[config.mk]
export PLATFORM = sky130hd
export DESIGN_NAME = fetch_queue
export DESIGN_NICKNAME = d
export VERILOG_FILES = /design/src/rtl/fetch_queue.sv
export SDC_FILE = /design/constraint.sdc
export NUM_CORES = 1
export LEC_CHECK = 0
export BUFFER_PORTS_ARGS = -buffer_cell sky130_fd_sc_hd__buf_2
export CORE_MARGIN = 2
export CORE_UTILIZATION = 50
export DETAILED_ROUTE_END_ITERATION = 8
export PLACE_DENSITY_LB_ADDON = 0.3
export SLEW_MARGIN = 10
export SYNTH_ARGS = -nofsm -noshare
export SYNTH_HDL_FRONTEND = slang
export SYNTH_SLANG_ARGS = --single-unit
export TNS_END_PERCENT = 10
[constraint.sdc]
create_clock -name clk -period 8.65 [get_ports clk]
set_input_delay 1.73 -clock clk [delete_from_list [all_inputs] [get_ports clk]]
set_output_delay 1.73 -clock clk [all_outputs]
set_load 0.1 [all_outputs]
[src/rtl/fetch_queue.sv]
// Instruction-fetch front end: sequential fetch over a req/ack memory port,
// a small PC+instruction FIFO, and a valid/ready head port toward decode.
//
// state | meaning
// IDLE  | no request outstanding; waits for a free slot
// WAIT  | request at fetch_pc outstanding; ack enqueues the word
// DROP  | request orphaned by a redirect; ack is consumed and discarded
module fetch_queue #(
   parameter int          DEPTH    = 4,
   parameter logic [31:0] RESET_PC = 32'h0000_0000
) (
   input  logic        clk,
   input  logic        rst,
   input  logic        redirect,
   input  logic [31:0] redirect_pc,
   input  logic        out_ready,
   output logic        out_valid,
   output logic [31:0] out_pc,
   output logic [31:0] out_inst,
   output logic        mem_req,
   output logic [31:0] mem_addr,
   input  logic        mem_ack,
   input  logic [31:0] mem_rdata
);

   localparam int PW = $clog2(DEPTH);
   localparam int CW = PW + 1;

   typedef enum logic [1:0] {IDLE, WAIT, DROP} state_t;

   state_t        state;
   logic [31:0]   fetch_pc;
   logic [31:0]   drop_addr;
   logic [CW-1:0] count;
   logic [CW-1:0] count_next;
   logic [PW-1:0] head;
   logic [PW-1:0] tail;
   logic [31:0]   pc_mem   [DEPTH];
   logic [31:0]   inst_mem [DEPTH];
   logic          enq;
   logic          deq;

   always_comb begin
      deq        = out_valid && out_ready && !redirect;
      enq        = (state == WAIT) && mem_ack && !redirect;
      count_next = count + CW'(enq) - CW'(deq);
   end

   assign out_valid = (count != '0);
   assign out_pc    = out_valid ? pc_mem[head]   : '0;
   assign out_inst  = out_valid ? inst_mem[head] : '0;
   assign mem_req   = (state != IDLE);
   // An orphaned request must keep its original address until it is acked.
   assign mem_addr  = (state == DROP) ? drop_addr : fetch_pc;

   always_ff @(posedge clk or posedge rst) begin
      if (rst) begin
         state     <= IDLE;
         fetch_pc  <= RESET_PC;
         drop_addr <= RESET_PC;
         count     <= '0;
         head      <= '0;
         tail      <= '0;
      end else begin
         if (redirect) begin
            fetch_pc <= redirect_pc & 32'hFFFF_FFFC;
            count    <= '0;
            head     <= '0;
            tail     <= '0;
         end else begin
            count <= count_next;
            if (enq) begin
               tail     <= tail + PW'(1);
               fetch_pc <= fetch_pc + 32'd4;
            end
            if (deq) head <= head + PW'(1);
         end

         case (state)
            IDLE: begin
               if (!redirect && (count_next < CW'(DEPTH))) state <= WAIT;
            end
            WAIT: begin
               if (redirect) begin
                  if (mem_ack) begin
                     state <= IDLE;
                  end else begin
                     state     <= DROP;
                     drop_addr <= fetch_pc;
                  end
               end else if (mem_ack && (count_next >= CW'(DEPTH))) begin
                  state <= IDLE;
               end
            end
            DROP: begin
               if (mem_ack) state <= IDLE;
            end
            default: state <= IDLE;
         endcase
      end
   end

   // Storage needs no reset; count gates visibility of every slot.
   always_ff @(posedge clk) begin
      if (enq) begin
         pc_mem[tail]   <= fetch_pc;
         inst_mem[tail] <= mem_rdata;
      end
   end

   assert property (@(posedge clk) disable iff (rst) count <= CW'(DEPTH));

endmodule

==> results.md <==
### Outcome
* outcome: completed

### Global route
* via count of the first global-routing pass: 7406
* GR Overflow Total: 0
* GRT Util Overall: 0.1914
* global-route wire length before repair: 41720 µm
* pin count of the biggest net entering global routing: 70
* initial antenna violation count: 1

### Clock tree
* clock root buffer: sky130_fd_sc_hd__clkbuf_16
* cts bufs inserted: 34
* number of buffers on the longest clock path: 3
* number of gates resized after cts: 0
* CTS HTree Levels: 2
* insertion delay to the later sink of the worst-skew pair: 0.51 ns
* TritonCTS clock tree: done
* CTS clock-pin slew for the worst setup and hold paths: 0.06 ns
* hold-fix buffer count after cts: 0
* clock net sink count: 317
* number of setup buffers added after CTS: 0

### Layout
* final design utilization: 0.5949
* final instance area: 15500 µm²
* count of non-filler cells in the finished layout: 1296
* final-stage net count: 1013
* total area of multi-input combinational cells: 3867 µm²
* Filler Cell Count: 2007
* antenna diode instance count: 0
* P&R area growth vs syn: 16.54%
* Storage cell area: 9179 µm²
* proportion of layout cells with a drive suffix above 1: 0.3725

### Floorplanning
* chip width: 167.1 µm
* CORE AREA: 26060 µm²
* number of rows in the core area: 59
* Die ar.: 27930 µm²
* I/O pin count: 167
* chip height: 167.1 µm
* effective utilization at floorplan: 0.5105

### Route
* Wirelength per Cell: 20.50 µm
* remaining routing DRC violations: 0
* detailed-route vias per instance: 5.685
* Starting DRT DRC Count: 614
* routed wire length: 26570 µm
* number of nets still failing antenna checks after routing: 0
* number of optimization iterations in the first detailed-route pass: 5
* overall via count from detail_route: 7368

### Critical path
* Crit Path Class: register to output port
* depth of the most critical reg-to-reg path: 12
* Critical Path End Type: output port
* required time of the critical path: 6.92 ns
* maximum fanout encountered on the critical timing path: 39
* arrival time at the worst endpoint: 3.13 ns
* startpoint type of the worst setup path: register
* worst reg2reg path endpoint: state[0]
* first element of the critical path: head[0]
* beginning of the worst register-to-register path: count[1]
* worst-case register-to-register setup slack: 5.69 ns

### Yosys
* proportion of register bits with asynchronous set or reset after synthesis: 0.2177
* fraction of synthesized cell area taken by the top area cell type: 0.5598
* Synth cell types: 56
* cell types occupying the most area after synthesis: sky130_fd_sc_hd__edfxtp_1 56%, sky130_fd_sc_hd__dfrtp_1 13%, sky130_fd_sc_hd__mux4_2 10%, sky130_fd_sc_hd__mux2_2 5.1%, sky130_fd_sc_hd__and2_1 3.1%
* Synthesis Warnings: 0
* predominant post-synthesis flop cell: sky130_fd_sc_hd__edfxtp_1
* Post-Synthesis Cells: 782
* Post-synth top cells: 248 x sky130_fd_sc_hd__edfxtp_1, 69 x sky130_fd_sc_hd__dfrtp_1, 65 x sky130_fd_sc_hd__and2_1
* count leader, synth: sky130_fd_sc_hd__edfxtp_1
* share of the yosys chip area belonging to registers: 0.6896
* area of the mapped netlist: 13300 µm²
* mean post-synth cell area: 17.01 µm²
* number of synthesized flops with an enable pin: 248
* number of register bits inferred by synthesis: 317
* largest area contributor in the synthesized netlist: sky130_fd_sc_hd__edfxtp_1

### Placed design
* global placement routability congestion: 0.8472
* total of buffers placed on input and output ports: 160
* DP Wirelength: 15430 µm
* dpl ws: 4.209 ns
* total placed instance area: 14360 µm²
* post-placement cell count: 1235

### Power and ir drop
* power density of the placed cells: 362.9 nW/µm²
* Max rail drop VDD: 0.2978 mV
* Leak Pwr: 5.604 nW

### Timing
* final setup slack of the worst path: 3.794 ns
* Clock Skews: 0.01092 ns
* shortest period the worst path allows: 4.856 ns
* final-report hold violation count: 0
* timing-limited maximum frequency: 0.2060 GHz
* worst relative slew slack: 0.3199
* unrepaired setup endpoints after global routing: no
* worst-margin pin slew: 1.020 ns
* setup_tns: 0 ns
* final-report setup violation count: 0
* share of the cycle needed by the critical path after routing: 0.5613
* Final Max Slew Viols: 0

### Worst hold path
* hold path cells: 1
* min-delay worst type: register to register
* endpoint of the worst hold-timing path: drop_addr[18]
* critical hold path startpoint: drop_addr[18]

### Flow run
* number of maximum-capacitance violations: 0

[layer usage]
layer,track usage,part of all wire
met1,0.2761,0.45
met2,0.2990,0.47
met3,0.04231,0.059
met4,0.05210,0.019
met5,0,0.00056
[how the worst max path moves through the flow]
stage / end / slack [ns] / depth (start not counted)
after floorplan: inst_mem[0][0] / 4.47 / 3
after global placement: out_pc[11] / 4.22 / 4
after detailed placement: out_pc[11] / 4.21 / 4
after CTS: out_pc[11] / 3.67 / 4
after global routing: out_pc[23] / 3.52 / 4
final: out_pc[23] / 3.79 / 4
[state kept, by name, summed over array words and instances (netlist names)]
| name | cells |
|---|---|
| pc_mem | 120 |
| fetch_pc | 30 |
| head | 2 |
| state | 2 |
| drop_addr | 30 |
| tail | 2 |
| count | 3 |
| inst_mem | 128 |
[worst max-delay path, cell delays in order, from the launching register on]
cell                      delay, ns
sky130_fd_sc_hd__dfrtp_4       0.77
sky130_fd_sc_hd__buf_4         0.73
sky130_fd_sc_hd__mux4_2        0.60
sky130_fd_sc_hd__and2_1        0.19
sky130_fd_sc_hd__buf_2         0.29
[cell families (layout without fill, tap and decap cells)]
family / after synthesis / count (layout) / synth area share
DFF: 317 / 317 / 0.6896
and+or+nand+nor: 207 / 207 / 0.08823
muxes: 123 / 123 / 0.1565
buffers and inverters: 64 / 240 / 0.02323
AOI/OAI and AO/OA: 47 / 47 / 0.02417
xor gates and xnor gates: 15 / 15 / 0.009876
adders and majority gates: 8 / 8 / 0.008089
other: 1 / 4 / 0.0002819
[report_power, final]
part | total [W] | leakage (nW) | switching [W] | internal (W)
sequential | 0.00193 | 3.06 | 0.000128 | 0.00180
combinational | 0.00223 | 1.98 | 0.00172 | 0.000511
clock | 0.00147 | 0.560 | 0.000574 | 0.000892
total | 0.00563 | 5.60 | 0.00243 | 0.00320
[area by class of cell]
cell class	count	area share
Multi-Input combinational cell	404	0.2495
Inverter	12	0.002906
Tap cell	335	0.02704
Timing Repair Buffer	167	0.05504
Clock buffer	38	0.05722
Sequential cell	317	0.5921
Clock inverter	23	0.01622
[through the flow]
step / hold slack (ns) / power, W
5_1_grt: 0.5134 / 0.005848
2_1_floorplan: 0.4742 / 0.003850
4_1_cts: 0.5060 / 0.005696
3_3_place_gp: 0.4848 / 0.004197
6_report: 0.5055 / 0.005626
3_5_place_dp: 0.4918 / 0.004219
[cells in the final DEF (no fill, tap or decap), types with 22 or more instances in the layout]
master,netlist,final
sky130_fd_sc_hd__dfrtp_1,69,67
sky130_fd_sc_hd__edfxtp_1,248,248
sky130_fd_sc_hd__nand2_1,30,30
sky130_fd_sc_hd__nand3_1,24,24
sky130_fd_sc_hd__mux2_2,60,60
sky130_fd_sc_hd__mux4_2,62,62
sky130_fd_sc_hd__and2_1,65,65
sky130_fd_sc_hd__clkbuf_16,0,35
sky130_fd_sc_hd__nor2_1,22,22
sky130_fd_sc_hd__buf_2,13,160
(Power assumes the default switching activity.)
